$ cat src/rtl/vu_pkg.sv
// vu_pkg: shared types and defaults for the VU meter frame scheduler.
// Holds the scheduler state enum, default widths and the scale width helper.
package vu_pkg;

  localparam int SAMPLE_W_DEF = 8;
  localparam int LEDS_DEF     = 20;
  localparam int ADDR_DEF     = 8;

  typedef enum logic [1:0] {
    IDLE,
    CALC,
    WAIT_RDY,
    WAIT_ACK
  } vu_state_t;

  // Product peak*LEDS fits in SAMPLE_W+ADDR bits because LEDS < 2**ADDR.
  function automatic int scale_w(input int sample_w, input int addr);
    return sample_w + addr;
  endfunction

endpackage

$ cat src/rtl/vu_level_scale.sv
// vu_level_scale: peak magnitude -> LED count, ceil(peak*LEDS/2**SAMPLE_W).
// Ports: peak_cap (in, SAMPLE_W), level_raw (out, ADDR, saturated at LEDS).
module vu_level_scale
  import vu_pkg::*;
#(
  parameter int SAMPLE_W = SAMPLE_W_DEF,
  parameter int LEDS     = LEDS_DEF,
  parameter int ADDR     = ADDR_DEF
) (
  input  logic [SAMPLE_W-1:0] peak_cap,
  output logic [ADDR-1:0]     level_raw
);

  localparam int W = scale_w(SAMPLE_W, ADDR);
  localparam logic [W-1:0] RND  = W'((1 << SAMPLE_W) - 1);
  localparam logic [W-1:0] FULL = W'(LEDS);

  logic [W-1:0] prod;
  logic [W-1:0] quo;

  // Adding 2**SAMPLE_W-1 before the shift turns the floor into a ceiling,
  // so any nonzero peak lights at least one LED.
  always_comb begin
    prod      = W'(peak_cap) * FULL;
    quo       = (prod + RND) >> SAMPLE_W;
    level_raw = (quo > FULL) ? FULL[ADDR-1:0] : quo[ADDR-1:0];
  end

endmodule

$ cat src/rtl/vu_frame_scheduler.sv
// vu_frame_scheduler: per-frame peak capture, LED scaling, fall ballistics
// and one i_send/i_value handshake per frame into npxl_controller.
// Ports: i_clk, i_rst (sync, active-high), i_sample_valid, i_sample,
//   i_npxl_rdy; o_send (pulse), o_value, o_overrun (sticky), o_ack_err.
// Option: define VU_SKIP_UNCHANGED_EN to skip sends of an unchanged level.
module vu_frame_scheduler
  import vu_pkg::*;
#(
  parameter int SAMPLE_W     = SAMPLE_W_DEF,
  parameter int LEDS         = LEDS_DEF,
  parameter int ADDR         = ADDR_DEF,
  parameter int FRAME_CYCLES = 1000000,
  parameter int DECAY_STEP   = 1,
  parameter int ACK_TIMEOUT  = 16
) (
  input  logic                i_clk,
  input  logic                i_rst,
  input  logic                i_sample_valid,
  input  logic [SAMPLE_W-1:0] i_sample,
  input  logic                i_npxl_rdy,
  output logic                o_send,
  output logic [ADDR-1:0]     o_value,
  output logic                o_overrun,
  output logic                o_ack_err
);

  localparam int CW = (FRAME_CYCLES > 1) ? $clog2(FRAME_CYCLES) : 1;
  localparam int AW = $clog2(ACK_TIMEOUT + 1);
  localparam logic [CW-1:0]   LAST     = CW'(FRAME_CYCLES - 1);
  localparam logic [AW-1:0]   ACK_LAST = AW'(ACK_TIMEOUT - 1);
  localparam logic [ADDR-1:0] STEP     = ADDR'(DECAY_STEP);

  vu_state_t state;
  vu_state_t state_nx;

  logic [CW-1:0]       cnt;
  logic                tick;
  logic [SAMPLE_W-1:0] peak;
  logic [SAMPLE_W-1:0] peak_in;
  logic [SAMPLE_W-1:0] peak_cap;
  logic [ADDR-1:0]     level_raw;
  logic [ADDR-1:0]     disp;
  logic [ADDR-1:0]     disp_dec;
  logic [ADDR-1:0]     disp_nx;
  logic [AW-1:0]       ack_cnt;
  logic                ack_last;
  logic                skip;

  assign tick     = (cnt == LAST);
  assign ack_last = (ack_cnt == ACK_LAST);
  assign o_value  = disp;

  // Running max including this cycle's sample, so a tick-cycle sample
  // lands in the frame that is closing.
  always_comb begin
    peak_in = peak;
    if (i_sample_valid && (i_sample > peak)) begin
      peak_in = i_sample;
    end
  end

  vu_level_scale #(
    .SAMPLE_W (SAMPLE_W),
    .LEDS     (LEDS),
    .ADDR     (ADDR)
  ) u_scale (
    .peak_cap  (peak_cap),
    .level_raw (level_raw)
  );

  always_comb begin
    disp_dec = (disp > STEP) ? disp - STEP : '0;
    if (level_raw >= disp) begin
      disp_nx = level_raw;
    end else if (level_raw > disp_dec) begin
      disp_nx = level_raw;
    end else begin
      disp_nx = disp_dec;
    end
  end

`ifdef VU_SKIP_UNCHANGED_EN
  logic sent_any;

  always_ff @(posedge i_clk) begin
    if (i_rst) begin
      sent_any <= 1'b0;
    end else if (o_send) begin
      sent_any <= 1'b1;
    end
  end

  // disp always equals the last value handed to the controller once a
  // send has happened, since it only moves in CALC.
  assign skip = sent_any && (disp_nx == disp);
`else
  assign skip = 1'b0;
`endif

  always_ff @(posedge i_clk) begin
    if (i_rst) begin
      cnt <= '0;
    end else if (tick) begin
      cnt <= '0;
    end else begin
      cnt <= cnt + 1'b1;
    end
  end

  // A tick outside IDLE is an overrun: that frame's peak is dropped
  // but the accumulator still restarts.
  always_ff @(posedge i_clk) begin
    if (i_rst) begin
      peak      <= '0;
      peak_cap  <= '0;
      o_overrun <= 1'b0;
    end else if (tick) begin
      peak <= '0;
      if (state == IDLE) begin
        peak_cap <= peak_in;
      end else begin
        o_overrun <= 1'b1;
      end
    end else if (i_sample_valid) begin
      peak <= peak_in;
    end
  end

  always_ff @(posedge i_clk) begin
    if (i_rst) begin
      disp <= '0;
    end else if (state == CALC) begin
      disp <= disp_nx;
    end
  end

  always_ff @(posedge i_clk) begin
    if (i_rst) begin
      ack_cnt <= '0;
    end else if (state == WAIT_ACK) begin
      ack_cnt <= ack_cnt + 1'b1;
    end else begin
      ack_cnt <= '0;
    end
  end

  always_ff @(posedge i_clk) begin
    if (i_rst) begin
      state <= IDLE;
    end else begin
      state <= state_nx;
    end
  end

  always_comb begin
    state_nx = state;
    unique case (state)
      IDLE: begin
        if (tick) state_nx = CALC;
      end
      CALC: begin
        state_nx = skip ? IDLE : WAIT_RDY;
      end
      WAIT_RDY: begin
        if (i_npxl_rdy) state_nx = WAIT_ACK;
      end
      WAIT_ACK: begin
        if (!i_npxl_rdy || ack_last) state_nx = IDLE;
      end
    endcase
  end

  always_comb begin
    o_send    = (state == WAIT_RDY) && i_npxl_rdy;
    o_ack_err = (state == WAIT_ACK) && i_npxl_rdy && ack_last;
  end

endmodule
$ cat config.mk
export PLATFORM = sky130hd
export DESIGN_NAME = vu_frame_scheduler
export DESIGN_NICKNAME = d
export VERILOG_FILES = /design/src/rtl/vu_pkg.sv /design/src/rtl/vu_level_scale.sv /design/src/rtl/vu_frame_scheduler.sv
export SDC_FILE = /design/constraint.sdc
export NUM_CORES = 1
export LEC_CHECK = 0
export CORE_MARGIN = 2
export CORE_UTILIZATION = 45
export CTS_BUF_LIST = sky130_fd_sc_hd__clkbuf_8
export CTS_CLUSTER_DIAMETER = 150
export DETAILED_ROUTE_END_ITERATION = 10
export GPL_ROUTABILITY_DRIVEN = 0
export GPL_TIMING_DRIVEN = 0
export PLACE_DENSITY = 0.65
export SLEW_MARGIN = 20
export SYNTH_ARGS = -nofsm -noshare
export SYNTH_HDL_FRONTEND = slang
export SYNTH_HIERARCHICAL = 1
export SYNTH_SLANG_ARGS = --single-unit
$ cat constraint.sdc
create_clock -name i_clk -period 5.1 [get_ports i_clk]
set_input_delay 0.51 -clock i_clk [delete_from_list [all_inputs] [get_ports i_clk]]
set_output_delay 0.51 -clock i_clk [all_outputs]
set_load 0.02 [all_outputs]
==> impl_metrics.ini, run 1 <==
[grt]
grt_max_degree = 17
grt_pass1_wl_microns = 12300
grtUsageTotal_pct = 17.3
first_global_vias = 2814
antenna_found_initial = 0
grt_overflow = 0

[placed_design]
dp_hpwl_microns = 5570
place_area_sq_um = 3910
io_buffers = 22

[detailed_routing]
wirelength_microns = 7100
avgRoutedWirePerCell_microns = 13.0
drc_errors = 0
antenna_left = 0
vias_per_cell = 5.36
vias = 2936
firstDrtPassIters = 7
drt_iter0_markers = 77

[layout]
final_common_cell = nor2_1
area_growth_pct = 13.3
nets = 503
nFillCells = 777
seq_area_sq_um = 1040
multi_input_area_sq_um = 2330
final_cell_area_sq_um = 4030
final_cell_mix = nor2_1, dfxtp_1, ha_1
diodes = 0
drive_above_1_share_pct = 8.07

[setup_path]
crit_family = compound AO/OA/AOI/OAI gates
critPathBufInv = 0
max_stage_delay_ns = 0.47
worstReg2RegStart = peak_cap[1]
crit_chain = ha_1 -> ha_1 -> fa_1 -> a211oi_2 -> o22ai_1 -> nor4_4 -> mux2_4 -> a22oi_2 -> o21ai_1 -> ha_1 -> a211oi_1 -> o21a_1 -> o21ai_0 -> or3_1 -> o311ai_0
cp.arrival_ns = 4.95
crit_path_end_kind = flop
path_max_fanout = 10
rr_endpoint = o_value[4]
cp_common_cell = ha_1
slowest_stage = nor4_4
r2r_cells = 15
critPathRequiredTime_ns = 5.28
regToRegSetupSlack_ns = 0.33
critical_path_class = flop to flop
worst_setup_path_start_kind = flop

[logic_synthesis]
async_flop_share_pct = 0
synthFlopType = dfxtp_1
ys_top_cells_by_area = dfxtp_1, ha_1, nor2_1, xor2_1, mux2i_1
synth_area_sq_um = 3550
syn_area_per_cell_sq_um = 8.59
post-synth-top-area-cell = dfxtp_1
ys_ff_latch = 52
ys_types = 60
yosysWarnings = 6
netlist_instances = 414
synth_edf_count = 0
synth_seq_area_share_pct = 29.3
synth_top_area_share_pct = 29.3

[timing]
relSlewSlack_pct = 61.0
setup_viol = 0
fmax_mhz = 210
period_share_pct = 93.5
rsz0062_at_grt = false
final-max-slew-violation-count = 0
tightest_slew_ns = 0.581
whs_ns = 0.452
clock-skew-final_ns = 0.00653
tns_ns = 0
fin_crit_ns = 4.77
hold_viol = 0

[floorplanning]
dieArea_sq_um = 8630
start_util_pct = 46.2
std_cell_rows = 32
die_h_microns = 92.9
dieWidth_microns = 92.9
core_area_sq_um = 7690
io_pins = 23

[cts]
cts-resized-gates = 0
clk_pin_slew_ns = 0.10
ctsRootBufferMaster = clkbuf_8
clk_latency_ns = 0.30
numCtsBuffers = 5
clockBufferDepth = 2
cts.hold.buffers_added = 0
cts_setup_buffers = 0
cts_tree = yes
cts_max_level = 2
cts_num_sinks = 52

[hold_path]
hold_class = flop to flop
min_to = ack_cnt[0]
whs_path_depth = 1
hold_start = ack_cnt[0]

[pwr]
leakage_uw = 0.00160
vdd_drop_max_mv = 0.148
powerDensity_nw_per_um2 = 191

[job]
max-cap-violations = 0

[outcome]
status = finished clean
[sequential cells by signal, summed over array words and instances, names as in the netlist]
| name | count |
|---|---|
| peak | 8 |
| ack_cnt | 5 |
| cnt | 20 |
| peak_cap | 8 |
| o_value | 8 |
| o_overrun | 1 |
| state | 2 |
[cell families after synthesis]
group	synth area share (%)
adder cells (fa/ha/maj)	16.4
AO/OA/AOI/OAI	15.9
other	0.105
buffers and inverters	5.49
flip-flops	29.3
XOR/XNOR	6.65
multiplexers	3.80
AND/OR/NAND/NOR	22.4
[cells in the mapped netlist (3+ instances only)]
master and n:
or3_1 5, a211oi_2 3, nand2b_1 5, nor2b_1 3
o21ai_0 13, a21oi_1 18, inv_1 30, clkbuf_1 4
xnor2_1 13, nand2_1 20, ha_1 45, and3_1 4
dfxtp_1 52, o311a_1 3, o21a_1 5, xor2_1 14
a211oi_1 11, a21o_1 3, nor4b_1 3, nand3_1 11
or2_2 3, mux2i_1 12, o211ai_1 4, nor2_1 65
nand4_1 8, buf_2 3, nor3_1 10, buf_4 4
[through the flow]
| stage | utilization (%) | total power [uW] | instances | setup slack, ns |
|---|---|---|---|---|
| 4_1_cts | 52.3 | 782 | 548 | 0.272 |
| 5_1_grt | 52.4 | 810 | 548 | 0.0417 |
| 2_1_floorplan | - | 473 | 416 | 0.872 |
| 6_report | 52.4 | 771 | 548 | 0.331 |
| 3_5_place_dp | 50.9 | 496 | 540 | 0.292 |
| 3_3_place_gp | 50.9 | 494 | 540 | 0.398 |
[how the worst max path moves through the flow]
stage,from,end,slack [ns],cells after the start
3_5_place_dp,peak_cap[1],o_value[1],0.29,16
4_1_cts,peak_cap[1],o_value[1],0.27,16
5_1_grt,peak_cap[1],o_value[1],0.04,16
6_report,peak_cap[1],o_value[4],0.33,15
3_3_place_gp,peak_cap[1],o_value[1],0.40,16
2_1_floorplan,peak_cap[1],o_value[0],0.87,15
[per-layer routing]
metal	global-route usage [%]	wire length, microns	vias to the layer above
met1	22.8	3460	1383
met2	30.3	3460	26
met3	2.20	126	4
met5	0	0	-
li1	-	-	1523
met4	3.68	61	0
[cell type report]
cell class	count	share of cell area (%)
Inverter	30	2.80
Multi-Input combinational cell	321	57.9
Clock inverter	3	1.06
Timing Repair Buffer	22	5.47
Tap cell	102	3.17
Buffer	13	2.05
Sequential cell	52	25.8
Clock buffer	5	1.71
[power by group]
part,switching (uW),internal (uW),total [uW]
Sequential,4.23,413,417
Combinational,38.7,32.9,71.6
Clock,137,145,282
Total,180,591,771
[worst register-to-register path, delay by kind of cell (launching register included)]
family,cells,cell delay (ns)
AOI/OAI and AO/OA,8,1.87
DFF,1,0.35
and+or+nand+nor,2,0.89
muxes,1,0.35
adders and majority gates,4,1.18
(Power assumes the default switching activity.)
==> inputs of run 2 (changes only) <==
Settings changed: REMOVE_ABC_BUFFERS from default to 1, SLEW_MARGIN 20 to 10.
==> run 2 against run 1 <==
  * Power is 7.2% lower
  * Clock skew is 0.0019 ns higher
  * Register-to-register slack worse by 0.02 ns
  * Setup slack worse by 0.023 ns
  * Non-clock buffer count is 10 lower
  * Flip-flop and latch count stayed put
  * Largest cell class unchanged
  * Largest power group unchanged
  * Utilization is 1.1 points lower
  * Clock power is 18% lower
  * First-iteration DRC count is 47% higher
  * Sequential power hardly changed
==> impl_metrics.ini, run 2 (synthesized netlist as in run 1, its figures left out) <==
[floorplanning]
io_pins = 23
std_cell_rows = 32
dieWidth_microns = 92.9
die_h_microns = 92.9
start_util_pct = 46.2
core_area_sq_um = 7690
dieArea_sq_um = 8630

[detailed_routing]
avgRoutedWirePerCell_microns = 12.7
wirelength_microns = 6840
vias_per_cell = 5.26
firstDrtPassIters = 4
antenna_left = 0
vias = 2832
drt_iter0_markers = 113
drc_errors = 0

[job]
max-cap-violations = 0

[timing]
setup_viol = 0
tightest_slew_ns = 0.879
rsz0062_at_grt = false
relSlewSlack_pct = 41.2
clock-skew-final_ns = 0.00838
fin_ws_ns = 0.308
hold_viol = 0
tns_ns = 0
fmax_mhz = 209
final-max-slew-violation-count = 0
fin_crit_ns = 4.79
period_share_pct = 94.0

[grt]
antenna_found_initial = 0
first_global_vias = 2631
grtUsageTotal_pct = 16.8
grt_overflow = 0
grt_max_degree = 29
grt_pass1_wl_microns = 12000

[placed_design]
io_buffers = 22
dp_hpwl_microns = 5170
place_ws_ns = 0.281

[cts]
cts_tree = yes
clk_pin_slew_ns = 0.10
ctsRootBufferMaster = clkbuf_8
numCtsBuffers = 5
clk_latency_ns = 0.30
cts_num_sinks = 52
cts_max_level = 2
clockBufferDepth = 2

[layout]
final_common_cell = nor2_1
largest-register = cnt
drive_above_1_share_pct = 6.65
largest_register_ffs = 20
diodes = 0
final_cell_mix = nor2_1, dfxtp_1, ha_1
nets = 493
area_growth_pct = 10.9
nFillCells = 756

[setup_path]
critPathRequiredTime_ns = 5.29
crit_path_end_kind = flop
cp.arrival_ns = 4.98
path_max_fanout = 8
critical_path_class = flop to flop
worst_setup_path_start_kind = flop

[hold_path]
hold_class = flop to flop

[outcome]
status = finished clean

[pwr]
powerDensity_nw_per_um2 = 181
leakage_uw = 0.00156
vdd_drop_max_mv = 0.135
-- run 2: critical path, stage by stage, from the launching register on --
cell and delay (ns):
dfxtp_1 0.42, ha_1 0.27, ha_1 0.24, fa_1 0.43, a211oi_2 0.38, o22ai_1 0.20
nor4_4 0.48, buf_4 0.21, o31ai_1 0.06, o221ai_1 0.15, o211a_1 0.26, ha_1 0.27
a211oi_1 0.21, o21a_1 0.16, o21ai_0 0.15, nor3_4 0.37, buf_4 0.20, nand3_1 0.08
o311a_1 0.16
-- run 2: timing repair --
action / in CTS / in global routing
setup endpoints to repair: 0 / 4
setup buffers: 0 / 3
resized for setup: 0 / 1
hold buffers: 0 / 0
-- run 2: path summary, 6_finish.rpt --
kind                                    to  depth (start not counted)  slack [ns]   startpoint
worst max-delay path            o_value[5]                         18        0.31  peak_cap[1]
worst min-delay path            ack_cnt[0]                          1        0.46   ack_cnt[0]
worst max register to register  o_value[5]                         18        0.31  peak_cap[1]
worst min register to register  ack_cnt[0]                          1        0.46   ack_cnt[0]
-- run 2: metal layers --
| layer | track usage, % | wire length, microns | vias to the layer above |
|---|---|---|---|
| met4 | 3.55 | 39 | 0 |
| li1 | - | - | 1505 |
| met1 | 23.5 | 3500 | 1305 |
| met5 | 0 | 0 | - |
| met2 | 27.5 | 3170 | 20 |
| met3 | 2.36 | 131 | 2 |
-- run 2: stage by stage --
stage | cells | total power (uW) | hold slack, ns | cell area [sq um] | utilization [%]
floorplan | 403 | 468 | 0.418 | 3480 | -
global placement | 527 | 490 | 0.431 | 3830 | 49.8
detailed placement | 527 | 492 | 0.441 | 3830 | 49.8
CTS | 535 | 723 | 0.461 | 3910 | 50.9
global route | 538 | 748 | 0.488 | 3940 | 51.3
finish | 538 | 715 | 0.457 | 3940 | 51.3
-- run 2: layout make-up --
| cell class | instances | area (sq um) | area share [%] |
|---|---|---|---|
| inverter | 30 | 113 | 2.86 |
| timing repair buffer | 25 | 243 | 6.16 |
| clock inverter | 3 | 17.5 | 0.444 |
| tap | 102 | 128 | 3.24 |
| sequential | 52 | 1040 | 26.4 |
| clock buffer | 5 | 68.8 | 1.75 |
| multi-input combinational | 321 | 2330 | 59.2 |
-- run 2: where the power goes --
part	leakage [uW]	switching (uW)	total [uW]	internal, uW
Clock	0.0000497	135	231	96.2
Combinational	0.00109	36.4	67.3	30.9
Sequential	0.000421	4.40	417	413
Total	0.00156	176	715	540
==> inputs of run 3 (changes only) <==
Settings changed: HOLD_SLACK_MARGIN from default to 0.03.
==> results of run 3 <==
No change in the layout: final DEF, timing and power equal those of run 2.
